$ cat config.mk
export PLATFORM = sky130hd
export DESIGN_NAME = cpu_cycle_ctrl
export DESIGN_NICKNAME = d
export VERILOG_FILES = /design/src/rtl/cpu_cycle_ctrl.sv
export SDC_FILE = /design/constraint.sdc
export NUM_CORES = 1
export LEC_CHECK = 0
export BUFFER_PORTS_ARGS = -buffer_cell sky130_fd_sc_hd__clkbuf_2
export CORE_AREA = 2 2 39 41
export CTS_CLUSTER_SIZE = 20
export DETAILED_ROUTE_END_ITERATION = 10
export DIE_AREA = 0 0 41 43
export PLACE_DENSITY = 0.5
export SYNTH_ARGS = -nofsm -noshare
export SYNTH_HDL_FRONTEND = slang
export SYNTH_SLANG_ARGS = --single-unit
$ cat constraint.sdc
create_clock -name clk -period 3.75 [get_ports clk]
set_input_delay 0.375 -clock clk [delete_from_list [all_inputs] [get_ports clk]]
set_output_delay 0.375 -clock clk [all_outputs]
set_load 0.1 [all_outputs]
$ cat src/rtl/cpu_cycle_ctrl.sv
// ---------------------------------------------------------------------------
// cpu_cycle_ctrl
// Instruction-cycle controller for the 8-bit RISC core.
//
// After reset the controller waits in IDLE for the fetch phase to start.
// Depending on START_EDGE, this is a fetch rising edge or fetch held high.
// It then free-runs an 8-clock instruction cycle (S0..S7) and decodes the
// IR opcode and the ALU zero flag into the datapath control strobes.
// HLT parks the controller in HALT until reset.
//
// Parameters
//   OPW        opcode width (HLT=0 SKZ=1 ADD=2 AND=3 XOR=4 LDA=5 STO=6 JMP=7)
//   START_EDGE 1: leave IDLE on a fetch 0->1 edge; 0: on fetch level high
//
// Ports
//   clk          in   controller clock (clk1 from the clock generator)
//   reset        in   synchronous, active-high
//   fetch        in   fetch phase from the clock generator
//   opcode       in   IR[7:5], stable from S2 through S7
//   zero         in   accumulator-is-zero flag from the ALU
//   load_ir      out  IR byte load strobe
//   rd           out  memory read enable
//   wr           out  memory write enable
//   inc_pc       out  PC increment strobe
//   load_pc      out  PC parallel-load strobe
//   load_acc     out  accumulator load strobe
//   datactl_ena  out  drive ACC onto the data bus
//   halt         out  core halted
//   busy         out  high while executing S0..S7
// ---------------------------------------------------------------------------
module cpu_cycle_ctrl #(
    parameter int OPW        = 3,
    parameter bit START_EDGE = 1'b1
) (
    input  logic           clk,
    input  logic           reset,
    input  logic           fetch,
    input  logic [OPW-1:0] opcode,
    input  logic           zero,
    output logic           load_ir,
    output logic           rd,
    output logic           wr,
    output logic           inc_pc,
    output logic           load_pc,
    output logic           load_acc,
    output logic           datactl_ena,
    output logic           halt,
    output logic           busy
);

    typedef enum logic [3:0] {
        ST_IDLE = 4'd0,
        ST_S0   = 4'd1,
        ST_S1   = 4'd2,
        ST_S2   = 4'd3,
        ST_S3   = 4'd4,
        ST_S4   = 4'd5,
        ST_S5   = 4'd6,
        ST_S6   = 4'd7,
        ST_S7   = 4'd8,
        ST_HALT = 4'd9
    } state_t;

    state_t state_reg;
    state_t state_next;
    logic   fetch_q_reg;

    // One-hot opcode decode. The full opcode width is compared, so values
    // above 7 (OPW > 3) match nothing and behave as NOP in S4..S7.
    logic [7:0] op_hit;

    generate
        for (genvar gi = 0; gi < 8; gi++) begin : g_op_decode
            assign op_hit[gi] = (opcode == OPW'(gi));
        end
    endgenerate

    logic op_hlt, op_skz, op_sto, op_jmp, op_alu;
    assign op_hlt = op_hit[0];
    assign op_skz = op_hit[1];
    assign op_sto = op_hit[6];
    assign op_jmp = op_hit[7];
    // ADD, AND, XOR and LDA share the same memory-read / ACC-load pattern.
    assign op_alu = op_hit[2] | op_hit[3] | op_hit[4] | op_hit[5];

    logic start_cond;
    assign start_cond = START_EDGE ? (fetch & ~fetch_q_reg) : fetch;

    // State register
    always_ff @(posedge clk) begin
        if (reset) begin
            state_reg   <= ST_IDLE;
            fetch_q_reg <= 1'b0;
        end else begin
            state_reg   <= state_next;
            fetch_q_reg <= fetch;
        end
    end

    // Next-state logic. Once running, fetch is ignored and the cycle is
    // exactly eight clocks long.
    always_comb begin
        state_next = state_reg;
        case (state_reg)
            ST_IDLE: if (start_cond) state_next = ST_S0;
            ST_S0:   state_next = ST_S1;
            ST_S1:   state_next = ST_S2;
            ST_S2:   state_next = ST_S3;
            ST_S3:   state_next = ST_S4;
            ST_S4:   state_next = ST_S5;
            ST_S5:   state_next = ST_S6;
            ST_S6:   state_next = ST_S7;
            ST_S7:   state_next = op_hlt ? ST_HALT : ST_S0;
            ST_HALT: state_next = ST_HALT;
            default: state_next = ST_IDLE;
        endcase
    end

    // Strobe decode. Reset forces every strobe low combinationally, so a
    // reset asserted mid-instruction cannot let a write or load leak
    // through on the clock edge that takes the state back to IDLE.
    always_comb begin
        load_ir     = 1'b0;
        rd          = 1'b0;
        wr          = 1'b0;
        inc_pc      = 1'b0;
        load_pc     = 1'b0;
        load_acc    = 1'b0;
        datactl_ena = 1'b0;
        if (!reset) begin
            case (state_reg)
                ST_S0: begin
                    rd      = 1'b1;
                    load_ir = 1'b1;
                end
                ST_S1: begin
                    rd      = 1'b1;
                    load_ir = 1'b1;
                    inc_pc  = 1'b1;
                end
                ST_S3: inc_pc = 1'b1;
                ST_S4: begin
                    load_pc     = op_jmp;
                    rd          = op_alu;
                    datactl_ena = op_sto;
                end
                ST_S5: begin
                    rd          = op_alu;
                    load_acc    = op_alu;
                    datactl_ena = op_sto;
                    wr          = op_sto;
                    inc_pc      = op_jmp;
                    load_pc     = op_jmp;
                end
                ST_S6: begin
                    datactl_ena = op_sto;
                    rd          = op_alu;
                end
                // zero only matters here: SKZ skips the next instruction.
                ST_S7: inc_pc = op_skz & zero;
                default: ;
            endcase
        end
    end

    assign halt = (state_reg == ST_HALT);
    assign busy = (state_reg != ST_IDLE) && (state_reg != ST_HALT);

    // Bus and load-path exclusivity.
    a_rd_wr_excl: assert property (@(posedge clk) !(rd && wr));
    a_pc_acc_excl: assert property (@(posedge clk) !(load_pc && load_acc));

endmodule
==> results.toml <==
[global_route]
grt_most_used_layer = "met1"
met2_usage = 0.1563
met1_usage = 0.1736
overflow = 0
grt_max_degree = 13
antenna_found_initial = 0
grt_usage = 0.1225
grt_pass1_wl_um = 1462
grt_pass1_vias = 341
grtUsageMet3 = 0.01571

[critical_path]
cpPeakStageDelay_ps = 490
r2r_cells = 3
critPathKind = "flip-flop to primary output"
r2r_start = "state_reg[2]$_SDFFE_PP0P_"
endpoint_kind = "primary output"
path_cells = "nor3_1 -> nand3_1 -> o31ai_1 -> clkbuf_2"
cp_max_fo = 9
reg2reg_to = "state_reg[3]$_SDFFE_PP0P_"
start_kind = "flip-flop"
critPathRequiredTime_ps = 3380
critical_path_arrival_ps = 1780
reg2reg_slack_ps = 2480
cp_top_family = "buffers and inverters"
crit_slowest_cell = "clkbuf_2"
critPathBufInv = 1

[power_and_ir_drop]
p_leak_nw = 0.2063
powerDensity_mw_per_mm2 = 547.4
peakVddDrop_mv = 0.1644

[synthesis]
synth_cell_type_count = 24
synth.largest_area_cell = "dfxtp_1"
avgSynthCellArea_um2 = 7.232
yosys.area.top_type_share = 0.2768
synthesis.area_um2 = 361.6
synth_warnings = 0
synth_nets = 57
ys_seq_area_frac = 0.2768
synth_area_leaders = "dfxtp_1, xnor2_1, nor3_1, nand3_1, nand2_1"
syn_inst = 50
ys_seq_elements = 5

[cts]
cts.clk_slew.worst_paths_ps = 40
cts-resized-gates = 0
cts_buffer_depth = 2
cts_setup_buffers = 0
clk_latency_ps = 240
ctsHoldBuffers = 0
clock-sinks = 5
cts_buffers = 3
cts_tree = "built"
htree_num_levels = 1
cts.root.buffer_cell = "clkbuf_4"

[final_layout]
final_nets = 72
layout.core_utilization = 0.3373
fin_cells = 80
nFillCells = 158
multi_input_area_um2 = 241.5
antenna_cells = 0
area_delta_synth_final_pct = 29.07
seqCellArea_um2 = 100.1
drive_gt1_frac = 0.3125
largest_register_ffs = 4

[timing]
rsz0062_at_grt = "false"
finalClockSkew_ps = 2.851
min_period_over_period = 0.5746
layout_min_cycle_time_ps = 2155
tightest_slew_ps = 541.9
finalMaxSlewViolations = 0
setup_viol = 0
fmax_mhz = 464.1
layout_setup_ws_ps = 1595
whs_ps = 372.2
relSlewSlack = 0.6402
hold_viol = 0
setup_tns_ps = 0

[floorplan]
row_count = 14
start_util = 0.2613
floorplan.die.height_um = 43
die-area_mm2 = 0.001763
die_w_um = 41
core_area_mm2 = 0.001384
ioPinCount = 16

[worst_hold_path]
min_from = "fetch"
min_path_type = "primary input to flip-flop"
min_to = "fetch_q_reg$_SDFF_PP0_"
hold_depth = 2

[route]
postRouteAntennaNets = 0
routed_wl_um = 839
viasPerCell = 4.775
routedWlPerCell_um = 10.49
vias = 382
drtIter0Drc = 1
dr.pass1.iters = 2
drc = 0

[place]
dp_cells = 76
gp_congestion = 0.6778
hpwl_um = 628.8
pre_cts_ws_ps = 1799
place.port_buffers = 15

[run_status]
status = "finished clean"

[job]
maxCapViolCount = 0
==> worst max path at each step <==
stage / start / endpoint / depth (start not counted)
final: state_reg[0]$_SDFFE_PP0P_ / inc_pc / 4
after global routing: state_reg[2]$_SDFFE_PP0P_ / inc_pc / 4
after CTS: state_reg[0]$_SDFFE_PP0P_ / inc_pc / 4
after detailed placement: opcode[2] / inc_pc / 5
after global placement: opcode[2] / inc_pc / 5
after floorplan: state_reg[0]$_SDFFE_PP0P_ / inc_pc / 4
==> cell families (layout without fill, tap and decap cells) <==
logic type	count (synthesis)	after routing	share of synthesized area
and+or+nand+nor	29	29	0.4152
AOI/OAI and AO/OA	6	6	0.1211
buffers and inverters	6	20	0.08996
DFF	5	5	0.2768
xor gates and xnor gates	4	4	0.09690
==> cells in the final DEF, fill, tap and decap left out <==
master,instances
or2_1,1
a221o_1,1
and3_1,2
nor4_2,1
nor2_1,5
xnor2_1,3
dfxtp_1,5
a211oi_1,1
o211ai_1,1
nor3_1,5
clkbuf_1,1
o21ai_0,1
nand4b_1,1
nand2_1,5
nor4_1,1
inv_1,1
a31oi_1,1
clkbuf_4,3
nand2b_1,1
nand3_1,4
nor4b_2,1
clkbuf_2,15
xor2_1,1
o31ai_1,1
nor2b_1,2
==> metal layers <==
metal / vias to the layer above / part of all wire / routed length, µm
met2: 13 / 0.43 / 360
li1: 209 / - / -
met5: - / 0 / 0
met4: 0 / 0 / 0
met1: 160 / 0.49 / 415
met3: 0 / 0.075 / 63
==> synthesized netlist by cell type <==
cell	instances
nor2_1	5
o31ai_1	1
xor2_1	1
buf_6	1
a211oi_1	1
nor2b_1	2
nand3_1	4
a221o_1	1
nand4b_1	1
nor4b_1	1
o211ai_1	1
nor3_1	5
or2_1	1
a31oi_1	1
inv_1	1
o21ai_0	1
clkbuf_1	2
nor4_1	2
nand2b_1	1
dfxtp_1	5
nand2_1	5
buf_2	2
xnor2_1	3
and3_1	2
==> through the flow <==
stage                     total power, W  instance area (µm²)
after floorplan                0.0001825                374.1
after global placement         0.0001962                440.4
after detailed placement       0.0001956                440.4
after CTS                      0.0002597                466.7
after global routing           0.0002705                466.7
final                          0.0002555                466.7
==> where the power goes <==
part	total (W)	switching [W]	internal, W
logic	0.000122	0.0000953	0.0000265
registers	0.0000728	0.0000136	0.0000592
clock network	0.0000610	0.0000208	0.0000401
==> layout make-up <==
type / count / share of cell area
multi-input cells: 39 / 0.5174
inverters: 1 / 0.008043
well taps: 16 / 0.04290
clock buffers: 4 / 0.05630
repair buffers: 15 / 0.1609
flip-flops and latches: 5 / 0.2145
Power figures use the tool's default switching activity.
